### src/rtl/pipelined_multiplier_stream.sv
// -----------------------------------------------------------------------------
// pipelined_multiplier_stream
//
// Full-precision A x B multiplier with a valid/ready streaming handshake.
// Each beat carries its own signedness (sgn): 1 multiplies the operands as
// two's complement, 0 multiplies them as unsigned. The pipe is an input
// register (stage 0) followed by OUT_STAGES product registers. The whole pipe
// freezes when the output holds a valid result that the consumer refuses.
// Bubbles are not compacted.
//
// Ports
//   clk        rising-edge clock
//   rst        asynchronous active-high reset; clears every valid and data reg
//   in_valid   operand beat present on A/B/sgn
//   in_ready   beat is accepted this cycle (in_valid && in_ready)
//   sgn        1 = signed operands, 0 = unsigned operands
//   A, B       operands
//   out_valid  RES holds a valid product
//   out_ready  consumer takes RES this cycle
//   RES        product, A_WIDTH+B_WIDTH bits
// -----------------------------------------------------------------------------
module pipelined_multiplier_stream #(
  parameter int A_WIDTH    = 32,
  parameter int B_WIDTH    = 32,
  parameter int OUT_STAGES = 6
) (
  input  logic                       clk,
  input  logic                       rst,
  input  logic                       in_valid,
  output logic                       in_ready,
  input  logic                       sgn,
  input  logic [A_WIDTH-1:0]         A,
  input  logic [B_WIDTH-1:0]         B,
  output logic                       out_valid,
  input  logic                       out_ready,
  output logic [A_WIDTH+B_WIDTH-1:0] RES
);

  localparam int P_W = A_WIDTH + B_WIDTH;

  logic signed [A_WIDTH-1:0] a_p0;
  logic signed [B_WIDTH-1:0] b_p0;
  logic                      sgn_p0;
  logic                      vld_p0;

  // Stage k of the product pipe, k = 1..OUT_STAGES.
  logic signed [P_W-1:0]     prod_pn [1:OUT_STAGES];
  logic                      vld_pn  [1:OUT_STAGES];

  logic                      stall;

  // Extends both operands to the full product width (sign- or zero-extension
  // chosen by s) and multiplies. The low P_W bits of the extended product are
  // exact for both modes, so no overflow handling is needed.
  function automatic logic signed [P_W-1:0] ext_mul(
    input logic signed [A_WIDTH-1:0] a,
    input logic signed [B_WIDTH-1:0] b,
    input logic                      s
  );
    logic signed [P_W-1:0] a_x;
    logic signed [P_W-1:0] b_x;
    a_x = s ? {{B_WIDTH{a[A_WIDTH-1]}}, a} : {{B_WIDTH{1'b0}}, a};
    b_x = s ? {{A_WIDTH{b[B_WIDTH-1]}}, b} : {{A_WIDTH{1'b0}}, b};
    return a_x * b_x;
  endfunction

  // A bubble at the output never stalls, so a bubble arriving there releases
  // any back-pressure on the rest of the pipe.
  assign stall     = vld_pn[OUT_STAGES] && !out_ready;
  assign in_ready  = !stall;
  assign out_valid = vld_pn[OUT_STAGES];
  assign RES       = prod_pn[OUT_STAGES];

  // Stage 0: operand capture
  always_ff @(posedge clk or posedge rst) begin
    if (rst) begin
      a_p0   <= '0;
      b_p0   <= '0;
      sgn_p0 <= 1'b0;
      vld_p0 <= 1'b0;
    end else if (!stall) begin
      a_p0   <= A;
      b_p0   <= B;
      sgn_p0 <= sgn;
      vld_p0 <= in_valid;
    end
  end

  // Stage 1: multiply; stages 2..OUT_STAGES: product delay line
  always_ff @(posedge clk or posedge rst) begin
    if (rst) begin
      for (int k = 1; k <= OUT_STAGES; k++) begin
        prod_pn[k] <= '0;
        vld_pn[k]  <= 1'b0;
      end
    end else if (!stall) begin
      prod_pn[1] <= ext_mul(a_p0, b_p0, sgn_p0);
      vld_pn[1]  <= vld_p0;
      for (int k = 2; k <= OUT_STAGES; k++) begin
        prod_pn[k] <= prod_pn[k-1];
        vld_pn[k]  <= vld_pn[k-1];
      end
    end
  end

endmodule

### config.mk
export PLATFORM = sky130hd
export DESIGN_NAME = pipelined_multiplier_stream
export DESIGN_NICKNAME = d
export VERILOG_FILES = /design/src/rtl/pipelined_multiplier_stream.sv
export SDC_FILE = /design/constraint.sdc
export NUM_CORES = 2
export LEC_CHECK = 0
export CAP_MARGIN = 20
export CORE_MARGIN = 4
export CORE_UTILIZATION = 37
export CTS_BUF_LIST = sky130_fd_sc_hd__clkbuf_4 sky130_fd_sc_hd__clkbuf_8 sky130_fd_sc_hd__clkbuf_16
export CTS_CLUSTER_SIZE = 24
export DETAILED_ROUTE_END_ITERATION = 10
export GPL_ROUTABILITY_DRIVEN = 0
export GPL_TIMING_DRIVEN = 0
export PLACE_DENSITY_LB_ADDON = 0.15
export SETUP_SLACK_MARGIN = 0.5
export SLEW_MARGIN = 20
export SYNTH_ARGS = -nofsm -noshare
export SYNTH_HDL_FRONTEND = slang
export SYNTH_SLANG_ARGS = --single-unit
### constraint.sdc
create_clock -name clk -period 32.2 [get_ports clk]
set_input_delay 3.22 -clock clk [delete_from_list [all_inputs] [get_ports clk]]
set_output_delay 3.22 -clock clk [all_outputs]
set_load 0.02 [all_outputs]
* Word-level counts from Yosys, hierarchy flattened
Cells that the tools add are included.
Storage, ports and cells: flip-flop bits (word level) 456, bits of input ports 69, output and inout bits 66, logic and storage cells 22
Cells by class: multiply operators 1, mux-type cells 2, reductions and logical operators 3
Operators by type and width (count):
- $mux W64 | 2
- $mul A64 B64 Y64 | 1
- $logic_not A1 Y1 | 2
- $logic_and A1 B1 Y1 | 1

* Longest topological paths before layout
depth after elaboration 3, depth in mapped cells 36

* Least setup slack after synthesis
No wires, ideal clock.
path type register to register, start point register sgn_p0, end point register prod_pn[382] (netlist bit), arrival time 9.156 ns, required time 32.069 ns, setup slack 22.912 ns, cell stages (with the launch flop) 32, path buffers 1, cell sequence dfrtp_1 > and2_0 > clkbuf_1 > nand2_1 > inv_1 > fa_1 > inv_1 > fa_1 > inv_1 > fa_1 > fa_1 > inv_1 > fa_1 > inv_1 > fa_1 > fa_1 > fa_1 > fa_1 > inv_1 > fa_1 > inv_1 > ha_1 > a21o_1 > a21o_1 > a21o_1 > a21o_1 > a21oi_1 > nor2b_1 > nor3_1 > o31ai_1 > and4b_1 > or3_1
On the way: longest elaborated chain between the ends 2, elaborated cells on any way between the ends 3
Ends and longest elaborated chain:
- start, declared | RTL line 43 | logic sgn_p0;
- start signal, assigned | RTL line 84 | sgn_p0 <= sgn;
- $mux W64, on equally long branches | RTL line 62, 63
- $mul A64 B64 Y64 (*) | RTL line 64 | return a_x * b_x;
- end signal, assigned by index | RTL line 100 | prod_pn[k] <= prod_pn[k-1];
- end, declared | RTL line 47 | logic signed [P_W-1:0] prod_pn [1:OUT_STAGES];
Every way passes the cells marked *; elsewhere a longest branch is shown, timed or not. A chain may end at the register's enable or synchronous reset.

* Final worst setup path
Ends and elaborated chain as after synthesis.

==> summary.md <==
| Metric | Value |
|---|---|
| Clk buf depth | 3 |
| # fillers | 18000 |
| Rows | 154 |
| DP Cell Count | 9588 |
| Slowest CP cell | fa_1 |
| Max Slew Vio Count | 0 |
| Worst-path clk slew | 60 ps |
| Worst path arrival time | approximately 13000 ps |
| Yosys reg bits | 456 |
| Reg2reg path depth | 30 |
| DRC Markers | 0 |
| Hold WC Path Type | register to register |
| Worst-Margin Slew | 1320 ps |
| Setup ws final | around 20000 ps |
| Period utilisation layout | 0.371 |
| Commonest cells after routing, fill and taps aside | nand2_1 (1711), inv_1 (1558), fa_1 (1420) |
| Slew HR | 0.118 |
| Chip Width | between 400 and 500 um |
| DR WL/cell | 24.8 um |
| DR vias | roughly 48000 |
| Overall routed net length | roughly 240000 um |
| FMAX | 0.0836 GHz |
| Clk_lat worst skew | 670 ps |
| Hold path depth | 2 |
| CP Capture Type | register |
| Synth Flop Type | dfrtp_1 |
| Grt ovf | 0 |
| Post-synthesis sequential area ratio | 0.173 |
| RSZ-0062 raised after global routing | no |
| Largest net degree at the start of global routing | about 100 |
| Vias in the first global route | around 51000 |
| H-tree depth | 2 |
| Number of synthesis warnings | 0 |
| Startpoint types | register |
| Critical path class | register to register |
| Antenna Nets Post-Route | 0 |
| Crit Path Max Fanout | 11 |
| Status | complete, no violations |
| Clock skew | 26.5 ps |
| Post-synth cell types | 66 |
| Average size of a mapped cell | a little over 9 um^2 |
| Non-Filler Instances | 9697 |
| Cts hold-fix bufs | 0 |
| Setup TNS | 0 ps |
| Critical path's most frequent cell | fa_1 |
| Min Tclk post-route | 11960 ps |
| Max-cap viol count | 0 |
| TritonCTS sink count | around 460 |
| Asr flop ratio synth | 1.00 |
| Num CTS Buffers | 51 |
| Initial Utilization | 0.373 |
| Detailed Place HPWL | 202000 um |
| Flop-to-flop setup slack | 20240 ps |
| Most common cell after layout, fill and taps aside | nand2_1 |
| Post-CTS setup buffer count | 0 |
| Fraction of layout cells with a size suffix above 1 | 0.0300 |
| Mapped Nets | 8940 |
| Top-level I/O count | between 100 and 150 |
| Crit path required time | around 33000 ps |
| Hold slack | 462 ps |
| TritonCTS clock tree | done |
| Synthesis-to-finish area growth | 9.67% |
| Resized Gates After CTS | 0 |
| GR Util All Layers | 0.262 |
| Post-Synthesis Cells | 7105 |
| Core Area | 0.177 mm^2 |
| Crit-path max cell delay | 1110 ps |
| DR iter-0 viols | 4121 |
| Die Height | 430 um |
| Setup violators final | 0 |
| Global-route wire length before repair | 352000 um |
| EDFF count, synth | 0 |
| Syn Std Cell Area | 0.0660 mm^2 |
| Port bufs | 134 |
| Root Buffer | clkbuf_16 |
| Nets@finish | 9137 |
| Drt pass-1 iters | 5 |
| Number of antenna violations at the first check in global routing | 40 |
| Die area | 0.185 mm^2 |
| Fin. Hold Viols | 0 |
| Avg Vias per Cell | 4.93 |
| Setup Slack @ Placement | slightly above 20000 ps |
[path summary, 6_finish.rpt]
| check | startpoint | end |
|---|---|---|
| worst min register to register | vld_pn[1] | vld_pn[1] |
| worst max register to register | sgn_p0 | prod_pn[382] |
| worst max-delay path | sgn_p0 | prod_pn[382] |
| max in group asynchronous | rst | RES[63] |
| worst min-delay path | vld_pn[1] | vld_pn[1] |
| min in group asynchronous | rst | RES[12] |
[sequential cells by signal, summed over array words and instances, names as in the netlist]
name,flops
b_p0,32
sgn_p0,1
vld_p0,1
vld_pn,5
a_p0,32
RES,64
out_valid,1
prod_pn,320
[cell type report]
class                      count  area [um^2]  share of cell area
antenna                       15         37.5            0.000519
buffer                       401         1790              0.0247
clock buffer                  76         1590              0.0219
clock inverter                17          211             0.00292
inverter                    1559         5860              0.0810
multi-input combinational   4689        47000               0.649
sequential                   456        11400               0.158
tap                         2340         2930              0.0405
timing repair buffer         144         1560              0.0216
[per-stage QoR]
step	utilization	cell area, um^2
floorplan	-	66000
global placement	0.398	70200
detailed placement	0.399	70500
CTS	0.409	72300
global route	0.409	72300
finish	0.410	72400
[synth_stat cells, drive strengths merged (5+ instances only)]
cell type,count,share of area
a21o,51,0.0058
ha,346,0.066
a31oi,14,0.0013
and2,622,0.059
nand4,14,0.0013
o21a,8,0.00091
clkbuf,318,0.018
fa,1420,0.43
a2111oi,5,0.0015
or3,6,0.00057
buf,83,0.0084
xor2,31,0.0041
dfrtp,456,0.17
o21ai,49,0.0038
nor2,79,0.0045
o21bai,14,0.0016
nor3,15,0.0011
a21oi,89,0.0068
nand3,14,0.0011
nor2b,8,0.00076
o31ai,10,0.0011
nand2b,7,0.00066
xnor2,81,0.011
inv,1559,0.089
and3,31,0.0030
a211oi,6,0.00076
nand2,1711,0.097
[logic make-up after synthesis]
logic type               after synthesis  share of synthesized area
multiplexers                           3                   0.000455
AND/OR/NAND/NOR                     2527                      0.172
adder cells (fa/ha/maj)             1767                      0.497
XOR/XNOR                             112                     0.0149
flip-flops                           456                      0.173
AO/OA/AOI/OAI                        280                     0.0283
buffers and inverters               1960                      0.115
[worst max-delay path, delay by kind of cell, from the launching register on]
| kind | cells | cell delay [ps] |
|---|---|---|
| compound gates | 6 | 1200 |
| fa+ha+maj | 11 | 6410 |
| buf+inv | 8 | 2320 |
| flops | 1 | 650 |
| simple gates | 5 | 1210 |
[layer usage]
layer	global-route usage	wire, um	part of all wire	vias up
met4	0.103	11600	0.048	10
met1	0.358	101000	0.42	24300
li1	-	-	-	20800
met5	0	77	0.00032	-
met3	0.0652	24100	0.10	502
met2	0.403	104000	0.43	2179
Power is left out: the tool's default activity adds up to more than one toggle a clock period on the data nets, which glitch-free logic cannot reach.
